--- config.mk ---
export PLATFORM = sky130hd
export DESIGN_NAME = button_conditioner_flat
export DESIGN_NICKNAME = d
export VERILOG_FILES = /design/src/rtl/pp_input_pkg.sv /design/src/rtl/button_conditioner_if.sv /design/src/rtl/button_conditioner_channel.sv /design/src/rtl/button_conditioner.sv /design/src/flat_wrapper.sv
export SDC_FILE = /design/constraint.sdc
export NUM_CORES = 1
export LEC_CHECK = 0
export ABC_AREA = 1
export CORE_ASPECT_RATIO = 0.7
export CORE_UTILIZATION = 51
export CTS_CLUSTER_DIAMETER = 150
export CTS_CLUSTER_SIZE = 28
export DETAILED_ROUTE_END_ITERATION = 7
export PLACE_DENSITY = 0.78
export SLEW_MARGIN = 15
export SYNTH_ARGS = -nofsm -noshare
export SYNTH_HDL_FRONTEND = slang
export SYNTH_SLANG_ARGS = --single-unit
--- constraint.sdc ---
create_clock -name clk -period 1.5 [get_ports clk]
set_clock_uncertainty 0.15 [all_clocks]
set_input_delay 0.3 -clock clk [delete_from_list [all_inputs] [get_ports clk]]
set_output_delay 0.3 -clock clk [all_outputs]
set_load 0.02 [all_outputs]
--- src/rtl/pp_input_pkg.sv ---
// pp_input_pkg: shared constants for the button input path.
// Contents:
//   - BTN_P1L..BTN_P2R : bit positions of each button in the N_BTN vectors.
//   - move_state_t     : state encoding of the per-channel move/auto-repeat FSM.
package pp_input_pkg;
  localparam int BTN_P1L = 0;
  localparam int BTN_P1R = 1;
  localparam int BTN_P2L = 2;
  localparam int BTN_P2R = 3;
  typedef enum logic [1:0] {IDLE = 2'd0, DELAY = 2'd1, REPEAT = 2'd2} move_state_t;
endpackage

--- src/rtl/button_conditioner_if.sv ---
// button_conditioner_if: bundle between the board pins, the conditioner and the game core.
// Signals:
//   btn_n     : raw active-low buttons {p2r, p2l, p1r, p1l}, driven by the board side
//   level     : debounced state, 1 = held
//   press     : one-cycle pulse on an accepted press
//   rel       : one-cycle pulse on an accepted release
//   move      : press pulse followed by auto-repeat pulses while held
//   any_press : OR of press
// Modports:
//   master : the conditioner
//   slave  : board pins / game core
interface button_conditioner_if #(parameter int N_BTN = 4);
  logic [N_BTN-1:0] btn_n;
  logic [N_BTN-1:0] level;
  logic [N_BTN-1:0] press;
  logic [N_BTN-1:0] rel;
  logic [N_BTN-1:0] move;
  logic             any_press;
  modport master (input btn_n, output level, press, rel, move, any_press);
  modport slave  (output btn_n, input level, press, rel, move, any_press);
endinterface

--- src/rtl/button_conditioner_channel.sv ---
// btn_channel: synchronizer, debounce and move pulse generator for one button.
// Build option: AUTOREPEAT_EN adds the DELAY/REPEAT auto-repeat FSM; without it move == press.
// Ports:
//   clk   : system clock
//   reset : asynchronous active-low reset
//   btn_n : raw active-low button
//   level : debounced level
//   press : pulse on accepted 0->1
//   rel   : pulse on accepted 1->0
//   move  : move pulse stream
module btn_channel
  import pp_input_pkg::*;
#(
  parameter int DB_CYCLES = 500000,
  parameter int CNT_W     = 20
`ifdef AUTOREPEAT_EN
  ,
  parameter int REPEAT_DELAY  = 25000000,
  parameter int REPEAT_PERIOD = 5000000
`endif
) (
  input  logic clk,
  input  logic reset,
  input  logic btn_n,
  output logic level,
  output logic press,
  output logic rel,
  output logic move
);
  logic             sync1, sync2, s, accept;
  logic [CNT_W-1:0] db_cnt;
  assign s      = ~sync2;
  // accept is the edge on which the new level is taken; the counter clears on the same edge
  assign accept = (s != level) && (db_cnt == CNT_W'(DB_CYCLES - 1));
  always_ff @(posedge clk or negedge reset) begin
    if (!reset) begin
      sync1  <= 1'b1;
      sync2  <= 1'b1;
      level  <= 1'b0;
      press  <= 1'b0;
      rel    <= 1'b0;
      db_cnt <= '0;
    end else begin
      sync1  <= btn_n;
      sync2  <= sync1;
      db_cnt <= (s == level || accept) ? '0 : db_cnt + 1'b1;
      level  <= accept ? s : level;
      press  <= accept & s;
      rel    <= accept & ~s;
    end
  end
`ifdef AUTOREPEAT_EN
  // repeat counter is sized from the repeat intervals themselves so long delays always fit
  localparam int RPT_MAX = (REPEAT_DELAY > REPEAT_PERIOD) ? REPEAT_DELAY : REPEAT_PERIOD;
  localparam int RPT_W   = (RPT_MAX > 2) ? $clog2(RPT_MAX) : 1;
  move_state_t      state, state_nxt;
  logic [RPT_W-1:0] rpt_cnt, rpt_nxt, rpt_last;
  logic             move_nxt;
  always_ff @(posedge clk or negedge reset) begin
    if (!reset) begin
      state   <= IDLE;
      rpt_cnt <= '0;
      move    <= 1'b0;
    end else begin
      state   <= state_nxt;
      rpt_cnt <= rpt_nxt;
      move    <= move_nxt;
    end
  end
  assign rpt_last = (state == DELAY) ? RPT_W'(REPEAT_DELAY - 1) : RPT_W'(REPEAT_PERIOD - 1);
  // release wins over a coinciding repeat deadline, so no move in the release cycle
  always_comb begin
    state_nxt = state;
    rpt_nxt   = '0;
    move_nxt  = 1'b0;
    case (state)
      IDLE: begin
        state_nxt = (accept & s) ? DELAY : IDLE;
        move_nxt  = accept & s;
      end
      DELAY, REPEAT: begin
        if (accept & ~s) state_nxt = IDLE;
        else if (rpt_cnt == rpt_last) begin
          state_nxt = REPEAT;
          move_nxt  = 1'b1;
        end else rpt_nxt = rpt_cnt + 1'b1;
      end
      default: state_nxt = IDLE;
    endcase
  end
`else
  assign move = press;
`endif
endmodule

--- src/rtl/button_conditioner.sv ---
// button_conditioner: turns raw bouncing active-low player buttons into clean synchronous pulses.
// Build option: AUTOREPEAT_EN enables auto-repeat on move; otherwise move == press.
// Ports:
//   clk   : system clock
//   reset : asynchronous active-low reset
//   bus   : button_conditioner_if.master (btn_n in; level, press, rel, move, any_press out)
module button_conditioner #(
  parameter int N_BTN         = 4,
  parameter int DB_CYCLES     = 500000,
  parameter int CNT_W         = 20,
  parameter int REPEAT_DELAY  = 25000000,
  parameter int REPEAT_PERIOD = 5000000
) (
  input logic                  clk,
  input logic                  reset,
  button_conditioner_if.master bus
);
  if (DB_CYCLES < 1 || DB_CYCLES > 2 ** CNT_W) begin : g_bad_db
    $error("DB_CYCLES must be >= 1 and fit in CNT_W bits");
  end
  if (REPEAT_DELAY < 1 || REPEAT_PERIOD < 2) begin : g_bad_rpt
    $error("REPEAT_DELAY must be >= 1 and REPEAT_PERIOD >= 2");
  end
  for (genvar i = 0; i < N_BTN; i++) begin : g_ch
    btn_channel #(
      .DB_CYCLES(DB_CYCLES),
      .CNT_W(CNT_W)
`ifdef AUTOREPEAT_EN
      ,
      .REPEAT_DELAY(REPEAT_DELAY),
      .REPEAT_PERIOD(REPEAT_PERIOD)
`endif
    ) u_ch (
      .clk(clk),
      .reset(reset),
      .btn_n(bus.btn_n[i]),
      .level(bus.level[i]),
      .press(bus.press[i]),
      .rel(bus.rel[i]),
      .move(bus.move[i])
    );
  end
  assign bus.any_press = |bus.press;
endmodule

--- src/flat_wrapper.sv ---
// flat-port wrapper written by rule: the top's interface ports become plain ports
module button_conditioner_flat 
#(
  parameter int N_BTN         = 4,
  parameter int DB_CYCLES     = 500000,
  parameter int CNT_W         = 20,
  parameter int REPEAT_DELAY  = 25000000,
  parameter int REPEAT_PERIOD = 5000000
)
  (clk, reset, bus_btn_n, bus_level, bus_press, bus_rel, bus_move, bus_any_press);
  button_conditioner_if #(.N_BTN(N_BTN)) bus_i ();
  input logic clk;
  input logic reset;
  input wire logic [$bits(bus_i.btn_n)-1:0] bus_btn_n;
  output wire logic [$bits(bus_i.level)-1:0] bus_level;
  output wire logic [$bits(bus_i.press)-1:0] bus_press;
  output wire logic [$bits(bus_i.rel)-1:0] bus_rel;
  output wire logic [$bits(bus_i.move)-1:0] bus_move;
  output wire logic [$bits(bus_i.any_press)-1:0] bus_any_press;
  assign bus_i.btn_n = bus_btn_n;
  assign bus_level = bus_i.level;
  assign bus_press = bus_i.press;
  assign bus_rel = bus_i.rel;
  assign bus_move = bus_i.move;
  assign bus_any_press = bus_i.any_press;
  button_conditioner #(.N_BTN(N_BTN), .DB_CYCLES(DB_CYCLES), .CNT_W(CNT_W), .REPEAT_DELAY(REPEAT_DELAY), .REPEAT_PERIOD(REPEAT_PERIOD)) u_core (.clk(clk), .reset(reset), .bus(bus_i));
endmodule
==> flow_summary.ini <==
[drt]
drtIter0Drc = 794
vias = 5868
wl_um = 20900
antenna_left = 0
drt-wirelength-per-cell_um = 22.2
avgViaCountPerCell = 6.23
dr.pass1.iters = 8
remaining_drc_errors = 1

[synth]
synth.top_cells.by_count = nor2_1, nand2_1, dfrtp_1, inv_1, nand3_1
synth.most_common_cell = nor2_1
synthCells = 682
synth_area_leaders = dfrtp_1, nor2_1, nand2_1
yosysWarnings = 0
synth_cell_types = 26
synthArstFlopShare_pct = 100
synth_nets = 692
seq_area_frac_synth_pct = 47.0
synth_edf_count = 0
yosys.area.top_type_share_pct = 43.1
synth_seq_cells = 100
synth_flop_cell = dfrtp_1
syn_area_mm2 = 0.00535
yosysTopAreaCell = dfrtp_1
postSynthAreaPerCell_um2 = 7.84

[setup_path]
r2r_end = u_core.g_ch[1].u_ch.db_cnt[17]
cp_data_required_time_ns = 1.60
crit_path_start_kind = flop
rr_startpoint = u_core.g_ch[1].u_ch.db_cnt[7]
path_class = flop to flop
crit_slowest_cell = dfrtp_1
crit_path_cell_trace = inv_1 -> nand4_1 -> nor2_1 -> nand3_2 -> nand2_4 -> buf_6 -> clkbuf_16 -> nor2_4
crit_fanout = 5
reg2reg_depth = 8
arrival_ns = 2.03
end_kind = flop
r2r_slack_ns = -0.43
max_stage_delay_ns = 0.42
crit_start = u_core.g_ch[1].u_ch.db_cnt[7]
endpoint = u_core.g_ch[1].u_ch.db_cnt[17]

[finish]
fin_cells = 942
fillCellCount = 460
drive_gt1_share_pct = 45.3
syn_to_final_growth_pct = 51.7
nNetsFinal = 818
postLayoutCellArea_mm2 = 0.00811

[sta]
fin_crit_ns = 1.93
grt_setup_unrepaired = true
worst_pin_slew_ns = 0.548
fin_ws_ns = -0.428
fmax_mhz = 519
hold_viol_final = 0
post-route-period-util_pct = 129
relSlewSlack_pct = 63.5
slew_viol_final = 0
setup_viol = 97

[global_route]
track_usage_pct = 26.7
antenna_found_initial = 0
grt_pass1_vias = 4890
grt_pass1_wl_um = 23000
grt_remaining_overflow = 0
grt_max_degree = 31

[power_and_ir_drop]
p_int_uw = 4340
ir_drop_uv = 744
clkPwrFrac_pct = 43.3
leakagePower_uw = 0.00331
pwr-share-seq_pct = 48.6
p_sw_uw = 1420
switching_share_pct = 24.7
power_density_mw_per_mm2 = 710
combPwrFrac_pct = 8.1

[status]
status = finished, violations left
violations = design-rule violations, negative setup slack

[floorplanning]
die_h_um = 87.7
die_area_mm2 = 0.0109
boundaryPins = 23
core_area_mm2 = 0.00995
start_util_pct = 53.8
num_rows = 30
die_width_um = 124

[clock_tree]
cts.sinks = 100
insertion_delay_ns = 0.36
h-tree-depth = 3
cts.clk_slew.worst_paths_ns = 0.07
clockBufferDepth = 2
cts-root-buf = clkbuf_16
cts_tree = built
numCtsBuffers = 9

[placed_design]
hpwl_um = 8300
dp.cells = 876
placed_area_mm2 = 0.00610
place_congestion = 0.919
io_buffers = 22

[run]
drv_cap = 0

[worst_hold_path]
hp-class = flop to flop
-- kinds of logic (layout without fill, tap and decap cells) --
logic type / Yosys count / after routing / synth area share, %
xor+xnor: 50 / 50 / 8.19
flops: 100 / 100 / 47.0
fa+ha+maj: 4 / 4 / 0.936
compound gates: 18 / 18 / 1.97
simple gates: 420 / 427 / 33.8
other cells: 0 / 1 / 0
buf+inv: 90 / 214 / 8.14
-- per-layer routing --
layer	vias to the layer above	wire length [um]	GRT usage [%]
met3	196	2270	5.86
met2	523	9820	46.4
met4	0	1660	12.4
li1	2366	-	-
met1	2783	7170	32.3
met5	-	0	0
-- per-stage QoR --
stage | total power [uW] | hold WS [ns] | setup WS [ns] | utilization, % | TNS [ns]
3_5_place_dp | 3070 | 0.0943 | -0.370 | 61.3 | -4.24
4_1_cts | 5530 | 0.201 | -0.357 | 68.8 | -2.41
3_3_place_gp | 3060 | 0.0922 | -0.366 | 61.3 | -2.16
2_1_floorplan | 2920 | -0.146 | 0.00735 | - | 0
6_report | 5760 | 0.200 | -0.428 | 81.5 | -17.38
5_1_grt | 5880 | 0.200 | -0.451 | 81.5 | -22.23
-- how the worst min path moves through the flow --
stage / start / endpoint / cells past startpoint
floorplan: reset / u_core.g_ch[0].u_ch.db_cnt[0] / 0
global placement: reset / u_core.g_ch[1].u_ch.db_cnt[8] / 1
detailed placement: reset / u_core.g_ch[1].u_ch.db_cnt[8] / 1
CTS: bus_btn_n[0] / u_core.g_ch[0].u_ch.sync1 / 1
global route: bus_btn_n[3] / u_core.g_ch[3].u_ch.sync1 / 1
finish: u_core.g_ch[2].u_ch.sync1 / u_core.g_ch[2].u_ch.sync2 / 0
-- worst max-delay path, delay by kind of cell, from the launching register on --
family	cells	cell delay, ns
buffers and inverters	3	0.51
flip-flops	1	0.42
AND/OR/NAND/NOR	5	0.73
-- sequential cells by signal (all words and copies together), names as in the netlist --
signal / flops
u_core.g_ch.u_ch.db_cnt: 80
u_core.g_ch.u_ch.sync1: 4
u_core.g_ch.u_ch.move: 4
u_core.g_ch.u_ch.level: 4
u_core.g_ch.u_ch.rel: 4
u_core.g_ch.u_ch.sync2: 4
-- final cells by class --
type                            instances  area (um2)  share of cell area, %
Antenna cell                            1        2.50                 0.0309
Clock buffer                           13         260                   3.21
Clock inverter                          3        46.3                  0.571
Inverter                               68         270                   3.33
Multi-Input combinational cell        499        3640                   44.9
Sequential cell                       100        2530                   31.2
Tap cell                              128         160                   1.97
Timing Repair Buffer                  130        1200                   14.8
-- placed cells by master (no fill, tap or decap), types with 3 or more instances in the layout --
cell type / synthesis / layout
a21oi_1: 6 / 5
buf_12: 0 / 5
buf_2: 0 / 6
buf_4: 20 / 80
buf_6: 0 / 22
clkbuf_16: 0 / 12
clkdlybuf4s15_1: 0 / 3
clkdlybuf4s50_1: 0 / 4
dfrtp_1: 92 / 79
dfrtp_2: 0 / 13
dfstp_2: 8 / 8
dlygate4sd2_1: 0 / 3
ha_4: 0 / 4
inv_1: 67 / 56
inv_2: 1 / 8
inv_4: 0 / 3
nand2_1: 148 / 122
nand2_2: 3 / 18
nand2_4: 2 / 12
nand2_8: 0 / 7
nand3_1: 59 / 38
nand3_2: 2 / 12
nand3_4: 1 / 13
nand4_1: 10 / 10
nor2_1: 162 / 72
nor2_2: 16 / 49
nor2_4: 2 / 59
nor3_2: 0 / 4
nor3_4: 0 / 5
o21ai_0: 6 / 3
o21ai_1: 0 / 3
o21bai_1: 6 / 6
xnor2_1: 11 / 8
xor2_1: 39 / 26
xor2_2: 0 / 13
-- power groups by stage --
stage	combinational (uW)	sequential [uW]	clock, uW
finish	466	2800	2490
global placement	240	2820	0
detailed placement	249	2820	0
floorplan	97.4	2820	0
CTS	324	2780	2430
global route	492	2800	2590
-- what timing repair did --
action / 4_1_cts / 5_1_grt
endpoints found under the hold margin: 16 / 0
setup endpoints to repair: 102 / 95
hold buffers: 1 / 0
setup buffers: 11 / 34
resized for setup: 134 / 249
pin swaps: 30 / 83
gates cloned: 4 / 9
Note: power is estimated with default switching activity, not from simulation.
